$ cat src/rtl/pq_pkg.sv
// Shared types and defaults for the sorted-array priority queue.
//   kv_t       : packed {key, value} entry
//   pq_state_t : FSM state of the queue device
package pq_pkg;
  localparam int KEYBITS  = 8;
  localparam int VALBITS  = 8;
  localparam int PQ_DEPTH = 16;

  typedef struct packed {
    logic [KEYBITS-1:0] key;
    logic [VALBITS-1:0] value;
  } kv_t;

  typedef enum logic [1:0] {
    IDLE = 2'd0,
    INS  = 2'd1,
    REM  = 2'd2
  } pq_state_t;
endpackage

$ cat src/rtl/sa_pq_rd.sv
// Sorted-array min-priority queue with an indexed read port.
// Lowest key sits at q[0]; equal keys leave in arrival order. Inserts and
// removals shift the array one slot per cycle while busy is high.
// Ports:
//   clk, rst (async, active-low)
//   enq/deq/kvi    : requests, sampled only while busy=0
//   kvo            : head entry (0 when empty)
//   full/empty/busy/count : status, combinational from registered state
//   rd_en/rd_idx   : indexed read request
//   rd_kv/rd_valid : registered read response
module sa_pq_rd
  import pq_pkg::*;
#(
  parameter  int DEPTH = PQ_DEPTH,
  parameter  int KW    = KEYBITS,
  parameter  int VW    = VALBITS,
  localparam int EW    = KW + VW,
  localparam int IW    = $clog2(DEPTH),
  localparam int CW    = IW + 1
) (
  input  logic          clk,
  input  logic          rst,
  input  logic          enq,
  input  logic          deq,
  input  logic [EW-1:0] kvi,
  output logic [EW-1:0] kvo,
  output logic          full,
  output logic          empty,
  output logic          busy,
  output logic [CW-1:0] count,
  input  logic          rd_en,
  input  logic [IW-1:0] rd_idx,
  output logic [EW-1:0] rd_kv,
  output logic          rd_valid
);

  pq_state_t     state_r;
  pq_state_t     state_nxt_s;
  logic [EW-1:0] q_r [DEPTH];
  logic [CW-1:0] count_r;
  logic [IW-1:0] ptr_r;       // insert position in INS, shift index in REM
  logic [EW-1:0] ins_kv_r;
  logic [EW-1:0] rd_kv_r;
  logic          rd_valid_r;

  logic          full_s;
  logic          empty_s;
  logic          accept_deq_s;
  logic          accept_enq_s;
  logic          ins_done_s;
  logic          rem_done_s;
  logic          rd_hit_s;
  logic [IW-1:0] ptr_dec_s;
  logic [IW-1:0] ptr_inc_s;

  function automatic logic [KW-1:0] key_of(input logic [EW-1:0] kv);
    return kv[EW-1:VW];
  endfunction

  assign empty_s   = (count_r == {CW{1'b0}});
  assign full_s    = (count_r == CW'(DEPTH));
  assign ptr_dec_s = ptr_r - IW'(1);
  assign ptr_inc_s = ptr_r + IW'(1);

  // Request arbitration and per-step termination conditions.
  always_comb begin
    // deq has priority; enq is only taken when no valid deq is pending.
    accept_deq_s = (state_r == IDLE) && deq && !empty_s;
    accept_enq_s = (state_r == IDLE) && enq && !full_s && !(deq && !empty_s);
    // Stop shifting once the left neighbour is <= the new key, keeping
    // equal keys in arrival order.
    ins_done_s   = (ptr_r == {IW{1'b0}}) ||
                   (key_of(q_r[ptr_dec_s]) <= key_of(ins_kv_r));
    rem_done_s   = ({1'b0, ptr_r} == (count_r - CW'(1)));
    rd_hit_s     = ({1'b0, rd_idx} < count_r) && (state_r == IDLE);
  end

  // FSM state register.
  always_ff @(posedge clk or negedge rst) begin
    if (!rst) begin
      state_r <= IDLE;
    end else begin
      state_r <= state_nxt_s;
    end
  end

  // FSM next-state logic.
  always_comb begin
    state_nxt_s = state_r;
    case (state_r)
      IDLE: begin
        if (accept_deq_s) begin
          state_nxt_s = REM;
        end else if (accept_enq_s) begin
          state_nxt_s = INS;
        end else begin
          state_nxt_s = IDLE;
        end
      end
      INS:     state_nxt_s = ins_done_s ? IDLE : INS;
      REM:     state_nxt_s = rem_done_s ? IDLE : REM;
      default: state_nxt_s = IDLE;
    endcase
  end

  // FSM outputs and status flags.
  always_comb begin
    busy  = (state_r != IDLE);
    full  = full_s;
    empty = empty_s;
    count = count_r;
    kvo   = empty_s ? {EW{1'b0}} : q_r[0];
  end

  // Shift array, occupancy and step pointer.
  always_ff @(posedge clk or negedge rst) begin
    if (!rst) begin
      for (int i = 0; i < DEPTH; i++) begin
        q_r[i] <= {EW{1'b0}};
      end
      count_r  <= {CW{1'b0}};
      ptr_r    <= {IW{1'b0}};
      ins_kv_r <= {EW{1'b0}};
    end else begin
      case (state_r)
        IDLE: begin
          if (accept_deq_s) begin
            ptr_r <= {IW{1'b0}};
          end else if (accept_enq_s) begin
            ins_kv_r <= kvi;
            // Not full here, so count fits in the index width.
            ptr_r    <= count_r[IW-1:0];
          end
        end
        INS: begin
          if (ins_done_s) begin
            q_r[ptr_r] <= ins_kv_r;
            count_r    <= count_r + CW'(1);
          end else begin
            q_r[ptr_r] <= q_r[ptr_dec_s];
            ptr_r      <= ptr_dec_s;
          end
        end
        REM: begin
          if (rem_done_s) begin
            q_r[ptr_r] <= {EW{1'b0}};
            count_r    <= count_r - CW'(1);
          end else begin
            q_r[ptr_r] <= q_r[ptr_inc_s];
            ptr_r      <= ptr_inc_s;
          end
        end
        default: begin
          ptr_r <= {IW{1'b0}};
        end
      endcase
    end
  end

  // Indexed read port; only answers from a stable (idle) array.
  always_ff @(posedge clk or negedge rst) begin
    if (!rst) begin
      rd_kv_r    <= {EW{1'b0}};
      rd_valid_r <= 1'b0;
    end else if (rd_en) begin
      if (rd_hit_s) begin
        rd_kv_r    <= q_r[rd_idx];
        rd_valid_r <= 1'b1;
      end else begin
        rd_kv_r    <= {EW{1'b0}};
        rd_valid_r <= 1'b0;
      end
    end else begin
      rd_valid_r <= 1'b0;
    end
  end

  assign rd_kv    = rd_kv_r;
  assign rd_valid = rd_valid_r;

endmodule

$ cat config.mk
export PLATFORM = sky130hd
export DESIGN_NAME = sa_pq_rd
export DESIGN_NICKNAME = d
export VERILOG_FILES = /design/src/rtl/pq_pkg.sv /design/src/rtl/sa_pq_rd.sv
export SDC_FILE = /design/constraint.sdc
export NUM_CORES = 1
export LEC_CHECK = 0
export ABC_AREA = 1
export CAP_MARGIN = 20
export CORE_ASPECT_RATIO = 1.4
export CORE_MARGIN = 1.5
export CORE_UTILIZATION = 45
export CTS_CLUSTER_DIAMETER = 100
export DETAILED_ROUTE_END_ITERATION = 16
export PLACE_DENSITY_LB_ADDON = 0.12
export SYNTH_ARGS = -nofsm -noshare
export SYNTH_HDL_FRONTEND = slang
export SYNTH_SLANG_ARGS = --single-unit
$ cat constraint.sdc
create_clock -name clk -period 11.6 [get_ports clk]
set_input_delay 2.9 -clock clk [delete_from_list [all_inputs] [get_ports clk]]
set_output_delay 2.9 -clock clk [all_outputs]
set_load 0.01 [all_outputs]
==> summary.md <==
| Metric | Value |
|---|---|
| Final Hold Viols | 0 |
| Hpwl dp | 65,600 um |
| Tmin final | 6.26 ns |
| Clock Pin Slew Worst Setup and Hold Paths | approximately 0.07 ns |
| Clock skew after layout | 0.0173 ns |
| Via density | 6.14 |
| Total placed cells including tap cells | around 4,300 |
| Core Region | 50,200 um2 |
| Vias in the first global route | 25,600 |
| Cell depth of the worst flop-to-flop path | 23 |
| Row cnt | 97 |
| Crit path max-delay cell type | dfrtp_4 |
| CP Depth | 23 |
| Status | finished with violations |
| Chip height | 271 um |
| Initial antenna violation count | 0 |
| Deepest clock path buffer count | 3 |
| First-pass GRT wire length | 163,000 um |
| Largest net degree at the start of global routing | about 110 |
| Mapped Cells | between 3,000 and 4,000 |
| Crit Reg-Reg Startpoint | ptr_r[0] |
| Unrepaired setup endpoints after global routing | false |
| Sequential fraction of the synthesis area | 0.326 |
| Avg Cell Area, Syn | between 5 and 6 um2 |
| DRT iter0 DRCs | 3,314 |
| Slowest stage delay, CP | 0.75 ns |
| # diodes | 0 |
| Critical Path, Cell by Cell | inv_4 -> ha_4 -> buf_4 -> buf_4 -> nand3_1 -> nand2_1 -> nand2_1 -> nand2_1 -> nand2_1 -> nand2_1 -> inv_1 -> ha_1 -> nand2_1 -> nor2_1 -> nand4_1 -> nand2_2 -> inv_2 -> nand2_2 -> nand2_1 -> nand3_1 -> nand2_1 -> nand2_1 -> nand2_1 |
| Synth cell types | 34 |
| Max-slew violation count | 0 |
| CTS tree | yes |
| Pwr dens | 318 nW/um2 |
| Hold_buf cts | 0 |
| Area growth, synth to finish | 9.00% |
| Layout cells sized above 1 | 0.0604 |
| CP Class | reg -> reg |
| Port buffer count | 65 |
| Slew @ Worst Pin | 1.30 ns |
| Hold Path Class | reg -> reg |
| Worst Path Buf+Inv | 5 |
| Antenna Nets Post-Route | 0 |
| Setup tns final | 0 ns |
| GRT Resource Usage Total | 0.416 |
| VDD IR max | around 0.33 mV |
| Fin cells | about 4,400 |
| TritonCTS buffer count | 37 |
| Reg2reg end | q_r[97] |
| WL/cell | 25.0 um |
| Final period utilization | 0.540 |
| Pwr Total | around 8 mW |
| Slew Limit Headroom | 0.136 |
| DIE AREA | 52,600 um2 |
| CP most frequent cell | nand2_1 |
| Crit-path leading delay family | simple AND/OR/NAND/NOR gates |
| Final setup vio count | 0 |
| Post-Syn Nets | 3,893 |
| Post-synthesis register bit count | 300 |
| Mapped Area | 23,000 um2 |
| CP Max Fanout | 48 |
| WP data arrival | 6.70 ns |
| Ports | 66 |
| H-Tree Depth | 2 |
| Drt total wl | between 100,000 and 150,000 um |
| Initial core utilization | 0.458 |
| DIE WIDTH | ~190 um |
| Setup ws final | 5.34 ns |
| Fmax | 160 MHz |
| Leakage | about 13 nW |
| CP Data Required Time | around 12 ns |
| DR pass1 iterations | 12 |
| GRT Residual Overflow | 0 |
| Clock Latency Late Sink | 0.57 ns |
| Post_cts resized | 0 |
| Reg-to-reg slack, setup | 5.34 ns |
| Routed via count | 27,000 |
| Fin nets | about 3,800 |
| Critical Path Sink Type | register |
| CP startpoint | ptr_r[0] |
| Startpoint types | register |
| CP endpoint | q_r[97] |
| Gp weighted congestion | approximately 0.9 |
| # Post-CTS Setup Buffers | 0 |
| Drt drc | 2 |
| Failing checks | design-rule violations |
| Root buf cell | clkbuf_16 |
| Placement Setup Slack | 5.33 ns |
| Clk sink count | 300 |
| Yosys warns | 0 |
| Max Cap Viol | 0 |
[metal layers]
metal | GRT usage | share of wire | vias to the layer above
li1 | - | - | 12100
met2 | 0.643 | 0.44 | 1827
met3 | 0.0922 | 0.11 | 538
met1 | 0.496 | 0.36 | 12600
met5 | 0 | 0 | -
met4 | 0.342 | 0.090 | 0
[Yosys cell counts]
cell,number,share of area
o21bai_1,1,0.00033
o22ai_1,3,0.00082
o21ai_1,3,0.00065
nor2_2,12,0.0033
nor2_1,72,0.012
dfrtp_1,300,0.33
o221ai_1,2,0.00076
inv_2,10,0.0016
nand3_1,862,0.19
xor2_1,4,0.0015
ha_1,23,0.012
nand2_2,24,0.0065
nand2_1,2022,0.33
a31oi_1,1,0.00027
xnor2_1,4,0.0015
inv_4,1,0.00027
inv_1,96,0.016
nor2_8,1,0.00087
o21ai_0,50,0.011
nand3_2,3,0.0013
a31o_2,1,0.00038
a21oi_2,23,0.0087
nor2_4,2,0.00098
buf_6,13,0.0064
a21oi_1,46,0.010
buf_4,27,0.0088
o21a_1,1,0.00033
xor2_2,2,0.0014
nand4_1,4,0.0011
a21oi_4,9,0.0064
buf_2,98,0.021
buf_1,18,0.0029
clkbuf_1,106,0.017
nand2_4,1,0.00049
[state kept, by name, summed over array words and instances, names as in the netlist]
name and flops:
ptr_r 4, ins_kv_r 16, q_r 256, count 5
rd_valid 1, state_r 2, rd_kv 16
[worst min path at each step]
| stage | endpoint | startpoint | slack [ns] | cells past startpoint |
|---|---|---|---|---|
| 2_1_floorplan | q_r[110] | q_r[110] | 0.47 | 2 |
| 3_3_place_gp | q_r[30] | q_r[30] | 0.49 | 2 |
| 3_5_place_dp | q_r[22] | q_r[22] | 0.49 | 2 |
| 4_1_cts | q_r[22] | q_r[22] | 0.50 | 2 |
| 5_1_grt | q_r[55] | q_r[55] | 0.52 | 2 |
| 6_report | q_r[22] | q_r[22] | 0.50 | 2 |
[metrics by stage]
| step | hold slack, ns | util | cell area, um2 |
|---|---|---|---|
| after floorplan | 0.466 | - | 23000 |
| after global placement | 0.486 | 0.469 | 23600 |
| after detailed placement | 0.488 | 0.471 | 23700 |
| after CTS | 0.505 | 0.496 | 24900 |
| after global routing | 0.520 | 0.500 | 25100 |
| final | 0.505 | 0.500 | 25100 |
[logic make-up (layout without fill, tap and decap cells)]
group / Yosys count / in the layout / synth area share
adder cells (fa/ha/maj): 23 / 23 / 0.0125
AND/OR/NAND/NOR: 3003 / 3003 / 0.543
flip-flops: 300 / 300 / 0.326
buffers and inverters: 369 / 284 / 0.0742
XOR/XNOR: 10 / 10 / 0.00446
AO/OA/AOI/OAI: 140 / 140 / 0.0395
[worst reg2reg max path, delay by kind of cell, from the launching register on]
| family | cells | cell delay [ns] |
|---|---|---|
| adder cells (fa/ha/maj) | 2 | 0.96 |
| flip-flops | 1 | 0.75 |
| buffers and inverters | 5 | 1.59 |
| AND/OR/NAND/NOR | 16 | 2.83 |
[placed cells by master (no fill, tap or decap), types with 5 or more instances in the layout]
cell type        count
nor2_1              51
clkdlybuf4s50_1     61
bufinv_16            5
dfrtp_1            299
clkbuf_16           37
ha_1                21
nand2_1           2022
buf_8               10
a21oi_2             23
buf_4               38
clkbuf_1             5
nor2_2              33
inv_1               94
a21oi_4              9
a21oi_1             46
buf_16               6
inv_2                9
nand3_1            862
clkbuf_8             8
o21ai_0             50
nand2_2             24
[layout make-up]
| cell class | count | area, um2 |
|---|---|---|
| Clock buffer | 50 | 1050 |
| Clock inverter | 8 | 168 |
| Fill cell | 5390 | 25100 |
| Inverter | 107 | 412 |
| Multi-Input combinational cell | 3176 | 13900 |
| Sequential cell | 300 | 7510 |
| Tap cell | 643 | 805 |
| Timing Repair Buffer | 119 | 1240 |
[where the power goes]
part	leakage [nW]	switching (mW)	internal (mW)	total (mW)
combinational	8.45	3.96	1.24	5.20
clock	0.598	0.507	0.742	1.25
sequential	4.09	0.250	1.28	1.53
total	13.1	4.72	3.27	7.98
Note: power is estimated with default switching activity, not from simulation.
